--- src/rtl/calc_pkg.sv ---
// calc_pkg: shared types for the calculator datapath.
//   num_t            signed operand/result word (holds 10^8-1 plus sign)
//   depth_t          stack occupancy for the default stack depth
//   active_button_t  debounced button codes; digits 0..9 occupy codes 0..9
//   op_t             ALU operation codes
//   rpn_state_e      rpn_calculator control states
//   button_to_op()   maps an operator button to its ALU operation
//   is_digit()       true for the ten digit buttons
package calc_pkg;

  localparam int NumDigitsDefault  = 8;
  localparam int StackDepthDefault = 4;
  localparam int NumW              = 32;

  typedef logic signed [NumW-1:0] num_t;
  typedef logic [$clog2(StackDepthDefault+1)-1:0] depth_t;

  typedef enum logic [4:0] {
    BTN_0, BTN_1, BTN_2, BTN_3, BTN_4,
    BTN_5, BTN_6, BTN_7, BTN_8, BTN_9,
    BTN_ADD, BTN_SUB, BTN_MUL, BTN_DIV,
    BTN_CLEAR, BTN_ENTER, BTN_DROP, BTN_SWAP
  } active_button_t;

  typedef enum logic [1:0] {
    OP_ADD, OP_SUB, OP_MUL, OP_DIV
  } op_t;

  typedef enum logic [1:0] {
    IDLE, ALU_REQ, ALU_WAIT, ERROR
  } rpn_state_e;

  function automatic op_t button_to_op(input active_button_t b);
    op_t op;
    case (b)
      BTN_SUB: op = OP_SUB;
      BTN_MUL: op = OP_MUL;
      BTN_DIV: op = OP_DIV;
      default: op = OP_ADD;
    endcase
    return op;
  endfunction

  function automatic logic is_digit(input active_button_t b);
    return (b <= BTN_9);
  endfunction

endpackage

--- src/rtl/num_stack.sv ---
// num_stack: flop-array LIFO of num_t words, entry 0 is the top.
//   clk, rst_n        clock, asynchronous active-low reset (occupancy only)
//   push, push_data   push one word
//   pop               drop the top word
//   pop2              drop the top two words
//   swap              exchange the top two words
//   clear             empty the stack
//   top/second/third  the three uppermost words, 0 where not occupied
//   depth             current occupancy
// Illegal requests (push when full, pop when empty) are not checked here;
// the controller never issues them. Only one control is expected per cycle.
module num_stack
  import calc_pkg::*;
#(
  parameter int Depth = StackDepthDefault
) (
  input  logic                       clk,
  input  logic                       rst_n,
  input  logic                       push,
  input  num_t                       push_data,
  input  logic                       pop,
  input  logic                       pop2,
  input  logic                       swap,
  input  logic                       clear,
  output num_t                       top,
  output num_t                       second,
  output num_t                       third,
  output logic [$clog2(Depth+1)-1:0] depth
);

  localparam int DepthW = $clog2(Depth+1);

  num_t mem [Depth];

  always_ff @(posedge clk or negedge rst_n) begin
    if (!rst_n) begin
      depth <= '0;
    end else if (clear) begin
      depth <= '0;
    end else if (push) begin
      depth <= depth + DepthW'(1);
    end else if (pop) begin
      depth <= depth - DepthW'(1);
    end else if (pop2) begin
      depth <= depth - DepthW'(2);
    end
  end

  // Word storage carries no reset: unoccupied slots are masked on the outputs.
  always_ff @(posedge clk) begin
    if (push) begin
      mem[0] <= push_data;
      for (int i = 1; i < Depth; i++) mem[i] <= mem[i-1];
    end else if (pop) begin
      for (int i = 0; i < Depth - 1; i++) mem[i] <= mem[i+1];
      mem[Depth-1] <= '0;
    end else if (pop2) begin
      for (int i = 0; i < Depth - 2; i++) mem[i] <= mem[i+2];
      mem[Depth-2] <= '0;
      mem[Depth-1] <= '0;
    end else if (swap) begin
      mem[0] <= mem[1];
      mem[1] <= mem[0];
    end
  end

  assign top    = (depth >= DepthW'(1)) ? mem[0] : '0;
  assign second = (depth >= DepthW'(2)) ? mem[1] : '0;

  generate
    if (Depth >= 3) begin : g_third
      assign third = (depth >= DepthW'(3)) ? mem[2] : '0;
    end else begin : g_no_third
      assign third = '0;
    end
  endgenerate

endmodule

--- src/rtl/rpn_calculator.sv ---
// rpn_calculator: reverse-Polish calculator controller and operand stack.
//   clk_i, rst_ni                    clock, asynchronous active-low reset
//   active_button_i, new_input_i     debounced button code and press strobe
//   display_o                        entry while typing, else top of stack
//   depth_o                          stack occupancy
//   busy_o                           ALU operation in flight
//   error_o                          overflow/underflow, cleared by CLEAR
//   alu_left_o/right_o/op_o          ALU operands and operation
//   alu_in_valid_o, alu_in_ready_i   ALU request handshake
//   alu_result_i, alu_out_valid_i,
//   alu_out_ready_o                  ALU response handshake
// Every output is a flop (depth_o is the stack's occupancy register), so the
// next display value is predicted from the action taken this cycle.
module rpn_calculator
  import calc_pkg::*;
#(
  parameter int NumDigits  = NumDigitsDefault,
  parameter int StackDepth = StackDepthDefault
) (
  input  logic                            clk_i,
  input  logic                            rst_ni,
  input  active_button_t                  active_button_i,
  input  logic                            new_input_i,
  output num_t                            display_o,
  output logic [$clog2(StackDepth+1)-1:0] depth_o,
  output logic                            busy_o,
  output logic                            error_o,
  output num_t                            alu_left_o,
  output num_t                            alu_right_o,
  output op_t                             alu_op_o,
  output logic                            alu_in_valid_o,
  input  logic                            alu_in_ready_i,
  input  num_t                            alu_result_i,
  input  logic                            alu_out_valid_i,
  output logic                            alu_out_ready_o
);

  localparam int DepthW = $clog2(StackDepth+1);
  localparam int CountW = $clog2(NumDigits+1);
  localparam logic [DepthW-1:0] Full = DepthW'(StackDepth);

  rpn_state_e        state, state_next;
  logic [NumW-1:0]   entry, entry_next;
  logic [CountW-1:0] count, count_next;
  logic              entering, entering_next;
  num_t              display_next, left_next, right_next;
  op_t               op_next;

  logic              st_push, st_pop, st_pop2, st_swap, st_clear;
  num_t              st_data, top, second, third;
  logic [DepthW-1:0] depth;

  logic [4:0]        btn_code;
  logic [NumW-1:0]   digit;

  assign btn_code = active_button_i;
  assign digit    = NumW'(btn_code[3:0]);
  assign depth_o  = depth;

  num_stack #(
    .Depth(StackDepth)
  ) u_stack (
    .clk      (clk_i),
    .rst_n    (rst_ni),
    .push     (st_push),
    .push_data(st_data),
    .pop      (st_pop),
    .pop2     (st_pop2),
    .swap     (st_swap),
    .clear    (st_clear),
    .top      (top),
    .second   (second),
    .third    (third),
    .depth    (depth)
  );

  always_ff @(posedge clk_i or negedge rst_ni) begin
    if (!rst_ni) state <= IDLE;
    else         state <= state_next;
  end

  always_comb begin
    state_next    = state;
    entry_next    = entry;
    count_next    = count;
    entering_next = entering;
    display_next  = display_o;
    left_next     = alu_left_o;
    right_next    = alu_right_o;
    op_next       = alu_op_o;
    st_push       = 1'b0;
    st_pop        = 1'b0;
    st_pop2       = 1'b0;
    st_swap       = 1'b0;
    st_clear      = 1'b0;
    st_data       = '0;

    case (state)
      IDLE: begin
        if (new_input_i) begin
          if (is_digit(active_button_i)) begin
            if (!entering) begin
              entry_next    = digit;
              count_next    = CountW'(1);
              entering_next = 1'b1;
              display_next  = digit;
            end else if (count < CountW'(NumDigits)) begin
              entry_next   = entry * NumW'(10) + digit;
              count_next   = count + CountW'(1);
              display_next = entry_next;
            end
          end else begin
            case (active_button_i)
              BTN_ENTER: begin
                if (entering) begin
                  if (depth == Full) begin
                    state_next = ERROR;
                  end else begin
                    st_push       = 1'b1;
                    st_data       = entry;
                    entering_next = 1'b0;
                    display_next  = entry;
                  end
                end else if (depth != '0) begin
                  if (depth == Full) begin
                    state_next = ERROR;
                  end else begin
                    st_push = 1'b1;
                    st_data = top;
                  end
                end
              end

              BTN_ADD, BTN_SUB, BTN_MUL, BTN_DIV: begin
                if (entering) begin
                  // Implicit push of the entry followed by popping two words
                  // nets out to a single pop with the entry as right operand.
                  if (depth == Full) begin
                    state_next = ERROR;
                  end else if (depth == '0) begin
                    st_push       = 1'b1;
                    st_data       = entry;
                    entering_next = 1'b0;
                    display_next  = entry;
                    state_next    = ERROR;
                  end else begin
                    st_pop        = 1'b1;
                    left_next     = top;
                    right_next    = entry;
                    op_next       = button_to_op(active_button_i);
                    entering_next = 1'b0;
                    display_next  = second;
                    state_next    = ALU_REQ;
                  end
                end else if (depth < DepthW'(2)) begin
                  state_next = ERROR;
                end else begin
                  st_pop2      = 1'b1;
                  left_next    = second;
                  right_next   = top;
                  op_next      = button_to_op(active_button_i);
                  display_next = third;
                  state_next   = ALU_REQ;
                end
              end

              BTN_DROP: begin
                entering_next = 1'b0;
                st_pop        = (depth != '0);
                display_next  = second;
              end

              BTN_SWAP: begin
                if (depth >= DepthW'(2)) begin
                  st_swap = 1'b1;
                  if (!entering) display_next = second;
                end
              end

              BTN_CLEAR: begin
                st_clear      = 1'b1;
                entry_next    = '0;
                count_next    = '0;
                entering_next = 1'b0;
                display_next  = '0;
              end

              default: ;
            endcase
          end
        end
      end

      ALU_REQ: begin
        if (alu_in_ready_i) state_next = ALU_WAIT;
      end

      ALU_WAIT: begin
        if (alu_out_valid_i) begin
          st_push      = 1'b1;
          st_data      = alu_result_i;
          display_next = alu_result_i;
          state_next   = IDLE;
        end
      end

      ERROR: begin
        if (new_input_i && (active_button_i == BTN_CLEAR)) begin
          st_clear      = 1'b1;
          entry_next    = '0;
          count_next    = '0;
          entering_next = 1'b0;
          display_next  = '0;
          state_next    = IDLE;
        end
      end

      default: state_next = IDLE;
    endcase
  end

  always_ff @(posedge clk_i or negedge rst_ni) begin
    if (!rst_ni) begin
      entry           <= '0;
      count           <= '0;
      entering        <= 1'b0;
      display_o       <= '0;
      alu_left_o      <= '0;
      alu_right_o     <= '0;
      alu_op_o        <= OP_ADD;
      busy_o          <= 1'b0;
      error_o         <= 1'b0;
      alu_in_valid_o  <= 1'b0;
      alu_out_ready_o <= 1'b0;
    end else begin
      entry           <= entry_next;
      count           <= count_next;
      entering        <= entering_next;
      display_o       <= display_next;
      alu_left_o      <= left_next;
      alu_right_o     <= right_next;
      alu_op_o        <= op_next;
      busy_o          <= (state_next == ALU_REQ) || (state_next == ALU_WAIT);
      error_o         <= (state_next == ERROR);
      alu_in_valid_o  <= (state_next == ALU_REQ);
      alu_out_ready_o <= (state_next == ALU_WAIT);
    end
  end

endmodule

--- config.mk ---
export PLATFORM = sky130hd
export DESIGN_NAME = rpn_calculator
export DESIGN_NICKNAME = d
export VERILOG_FILES = /design/src/rtl/calc_pkg.sv /design/src/rtl/num_stack.sv /design/src/rtl/rpn_calculator.sv
export SDC_FILE = /design/constraint.sdc
export NUM_CORES = 1
export LEC_CHECK = 0
export CELL_PAD_IN_SITES_DETAIL_PLACEMENT = 0
export CELL_PAD_IN_SITES_GLOBAL_PLACEMENT = 2
export CORE_MARGIN = 1.5
export CORE_UTILIZATION = 30
export CTS_CLUSTER_SIZE = 25
export DETAILED_ROUTE_END_ITERATION = 10
export GPL_TIMING_DRIVEN = 0
export HOLD_SLACK_MARGIN = 0.02
export PLACE_DENSITY_LB_ADDON = 0.1
export SETUP_SLACK_MARGIN = 0.3
export SYNTH_ARGS = -nofsm -noshare
export SYNTH_HDL_FRONTEND = slang
export SYNTH_HIERARCHICAL = 1
export SYNTH_SLANG_ARGS = --single-unit
--- constraint.sdc ---
create_clock -name clk_i -period 3.6 [get_ports clk_i]
set_input_delay 0.9 -clock clk_i [delete_from_list [all_inputs] [get_ports clk_i]]
set_output_delay 0.9 -clock clk_i [all_outputs]
set_load 0.02 [all_outputs]
==> out/results.txt <==
Post-Syn Nets: 2,161
Area growth syn-to-layout: 33.54%
Largest area contributor in the netlist: dfrtp_1
Number of synthesized flops with an enable pin: 96
FILL cells: 6,077
Power Total: 17.40 mW
Critical path's largest stage delay: 0.44 ns
Share of cells above drive strength 1: 20.67%
Ports: 147
Register area: 7156 um2
Post-layout minimum cycle time: 3.832 ns
Initial core utilization: 30.28%
Clk root buf: clkbuf_16
Final Hold Fails: 0
First-pass GRT wire length: 122.6 mm
Critical path cell sequence: ha_4, ha_4, fa_2, a21o_1, a31o_2, a31o_1, a311o_1, nand4bb_4, nor4_4, buf_6, nand4_1, o311a_1, a21oi_2, o31ai_1
Hold Slack: 0.2832 ns
Pins Over Slew Limit: 0
Vias/cell: 5.706
Vias in the first global route: 17.61k
Die X: 249.4 um
Cell area after synthesis: 18,210 um2
Sequential share of the synthesized area: 39.14%
Reg2reg path depth: 14
Clock buffer depth: 3
Pin count of the biggest net entering global routing: 80
GR Util All Layers: 26.75%
Clock Sinks: 272
Share of the synthesized area in the top cell type: 19.79%
Distinct cells, synth: 93
DP Wirelength: 65.56 mm
Max stage delay cell, worst path: dfrtp_2
DR DRC count: 0
FF+latch count, synth: 272
FP Rows: 90
Hold Crit Class: input port to async pin
GR peak layer: met2
Initial antenna violation count: 0
Worst-Margin Slew: 1.138 ns
Reg2Reg Setup Slack: -0.23 ns
Most numerous cell in the Yosys netlist: nand2_1
Clock latency on the worst-skew pair: 0.58 ns
1st-iter DRT viols: 1,509
Yosys Warn Count: 6
GP Congestion: 0.8991
WL final: 85.13 mm
Max rail drop VDD: 0.3411 mV
WP buf/inv: 1
Failing checks: setup timing
CP required: 4.00 ns
Max cap viols: 0
Clock transition at path regs: 0.06 ns
DP Worst Slack: -1.758 ns
Setup crit end kind: flop
Async set-or-reset flop fraction in the synthesized netlist: 52.94%
Drt pass-1 iters: 9
Ratio of final minimum period to clock period: 106.5%
Final setup violation count: 24
Clock skew: 0.03317 ns
P_leak: 9.621 nW
Routed vias: 17.93k
Crit Path Category: flop to flop
Met3 Use GR: 2.853%
Inserted Diodes: 0
Met1 Track Usage GR: 37.90%
Final core utilization: 40.43%
H-tree depth: 2
Mean post-synth cell area: 8.912 um2
Post-layout nets: 2,451
Peak fanout along the critical path: 6
Crit start category: flop
Slew Limit Headroom: 23.70%
Status: finished with violations
Cells after Synth: 2,043
Core region area: 60,130 um2
Antenna-violating nets left: 0
M2 GR Usage: 42.99%
Die Y: 249.4 um
Footprint of the multi-input gates: 11,520 um2
Area contributors post-synth: dfrtp_1 20%, edfxtp_1 16%, mux2i_1 5.6%
TritonCTS clock tree: yes
PortBufs: 145
Total CTS buffers: 36
List of most frequent post-synthesis cells: 248 x nand2_1, 246 x nor2_1, 148 x a21oi_1
Critical path depth: 14
RSZ-0062 raised after global routing: true
PnR worst setup slack: -0.2323 ns
Crit-path leading delay family: compound AO/OA/AOI/OAI gates
Die ar.: 62,180 um2
Per-cell routed wire length: 27.08 um
Overflow after GRT: 0
CP arrival: 4.23 ns
Highest clock rate: 260.9 MHz
Cell Pwr Density: 715.4 nW/um2
Ys flop type: dfrtp_1
Cell mode on critical path: ha_4
[metrics by stage]
stage / area [um2] / cells / TNS [ns]
finish: 24310 / 3143 / -2.692
global route: 24310 / 3143 / -5.797
CTS: 23530 / 3099 / -2.005
detailed placement: 21120 / 2971 / -428.39
global placement: 21080 / 2970 / -1148.96
floorplan: 18650 / 2043 / -0.2479
[what timing repair did]
action / 4_1_cts / 5_1_grt
gates resized for setup: 214 / 136
buffers inserted: 59 / 44
setup endpoints to repair: 365 / 291
gates cloned: 3 / 0
hold buffers: 0 / 0
pin swaps: 51 / 69
[flip-flops by register name, indices dropped and copies added, names as in the netlist]
| name | flops |
|---|---|
| u_stack/mem | 128 |
| alu_out_ready_o | 1 |
| alu_left_o | 32 |
| display_o | 32 |
| state | 2 |
| error_o | 1 |
| entering | 1 |
| u_stack/depth | 3 |
| alu_right_o | 32 |
| alu_in_valid_o | 1 |
| count | 4 |
| entry | 32 |
| busy_o | 1 |
| alu_op_o | 2 |
[area by class of cell]
| class | instances | share of cell area, % |
|---|---|---|
| Multi-Input combinational cell | 1588 | 47.39 |
| Sequential cell | 272 | 29.43 |
| Timing Repair Buffer | 249 | 9.803 |
| Clock buffer | 56 | 4.395 |
| Buffer | 162 | 4.101 |
| Tap cell | 782 | 4.024 |
| Clock inverter | 10 | 0.4580 |
| Inverter | 23 | 0.3705 |
| Timing Repair inverter | 1 | 0.03088 |
[cells by family (layout without fill, tap and decap cells)]
family	Yosys count	after routing	share of synthesized area, %
XOR/XNOR	48	48	2.433
adder cells (fa/ha/maj)	76	76	5.305
AND/OR/NAND/NOR	768	770	19.73
multiplexers	106	106	5.862
flip-flops	272	272	39.14
AO/OA/AOI/OAI	588	588	23.13
buffers and inverters	185	501	4.398
[cells in the final DEF, fill, tap and decap left out, types with 25 or more instances in the layout]
| cell | count |
|---|---|
| nand2b_1 | 36 |
| nand2_1 | 243 |
| clkdlybuf4s50_1 | 140 |
| clkbuf_16 | 38 |
| nor2_1 | 232 |
| a22oi_1 | 40 |
| clkbuf_2 | 36 |
| and2_1 | 37 |
| a222oi_1 | 32 |
| nand3_1 | 40 |
| a31oi_1 | 44 |
| o221a_4 | 30 |
| buf_4 | 88 |
| dfrtp_1 | 121 |
| o21ai_0 | 55 |
| a21oi_1 | 140 |
| ha_1 | 61 |
| buf_6 | 25 |
| edfxtp_1 | 96 |
| clkbuf_1 | 68 |
| a22o_1 | 49 |
| buf_2 | 27 |
| dfxtp_1 | 32 |
| mux2i_1 | 101 |
| nor2b_1 | 71 |
[power by group]
part | switching (mW) | leakage [nW] | internal [mW] | total (mW)
clock | 1.53 | 0.579 | 2.14 | 3.67
combinational | 5.15 | 6.12 | 3.36 | 8.51
sequential | 0.913 | 2.92 | 4.30 | 5.21
[layer usage]
layer / share of wire (%) / vias to the layer above
met3: 5.3 / 118
li1: - / 8124
met1: 46 / 9065
met5: 0 / -
met2: 46 / 626
met4: 2.7 / 0
[final timing paths]
path / from / endpoint
max: entry[3]$_DFFE_PN0P_ / entry[31]$_DFFE_PN0P_
max reg2reg: entry[3]$_DFFE_PN0P_ / entry[31]$_DFFE_PN0P_
min: rst_ni / u_stack/depth[0]$_DFFE_PN0P_
min reg2reg: count[2]$_DFFE_PN0P_ / count[2]$_DFFE_PN0P_
max in group asynchronous: rst_ni / entry[14]$_DFFE_PN0P_
min in group clk_i: count[2]$_DFFE_PN0P_ / count[2]$_DFFE_PN0P_
Note: power is estimated with default switching activity, not from simulation.
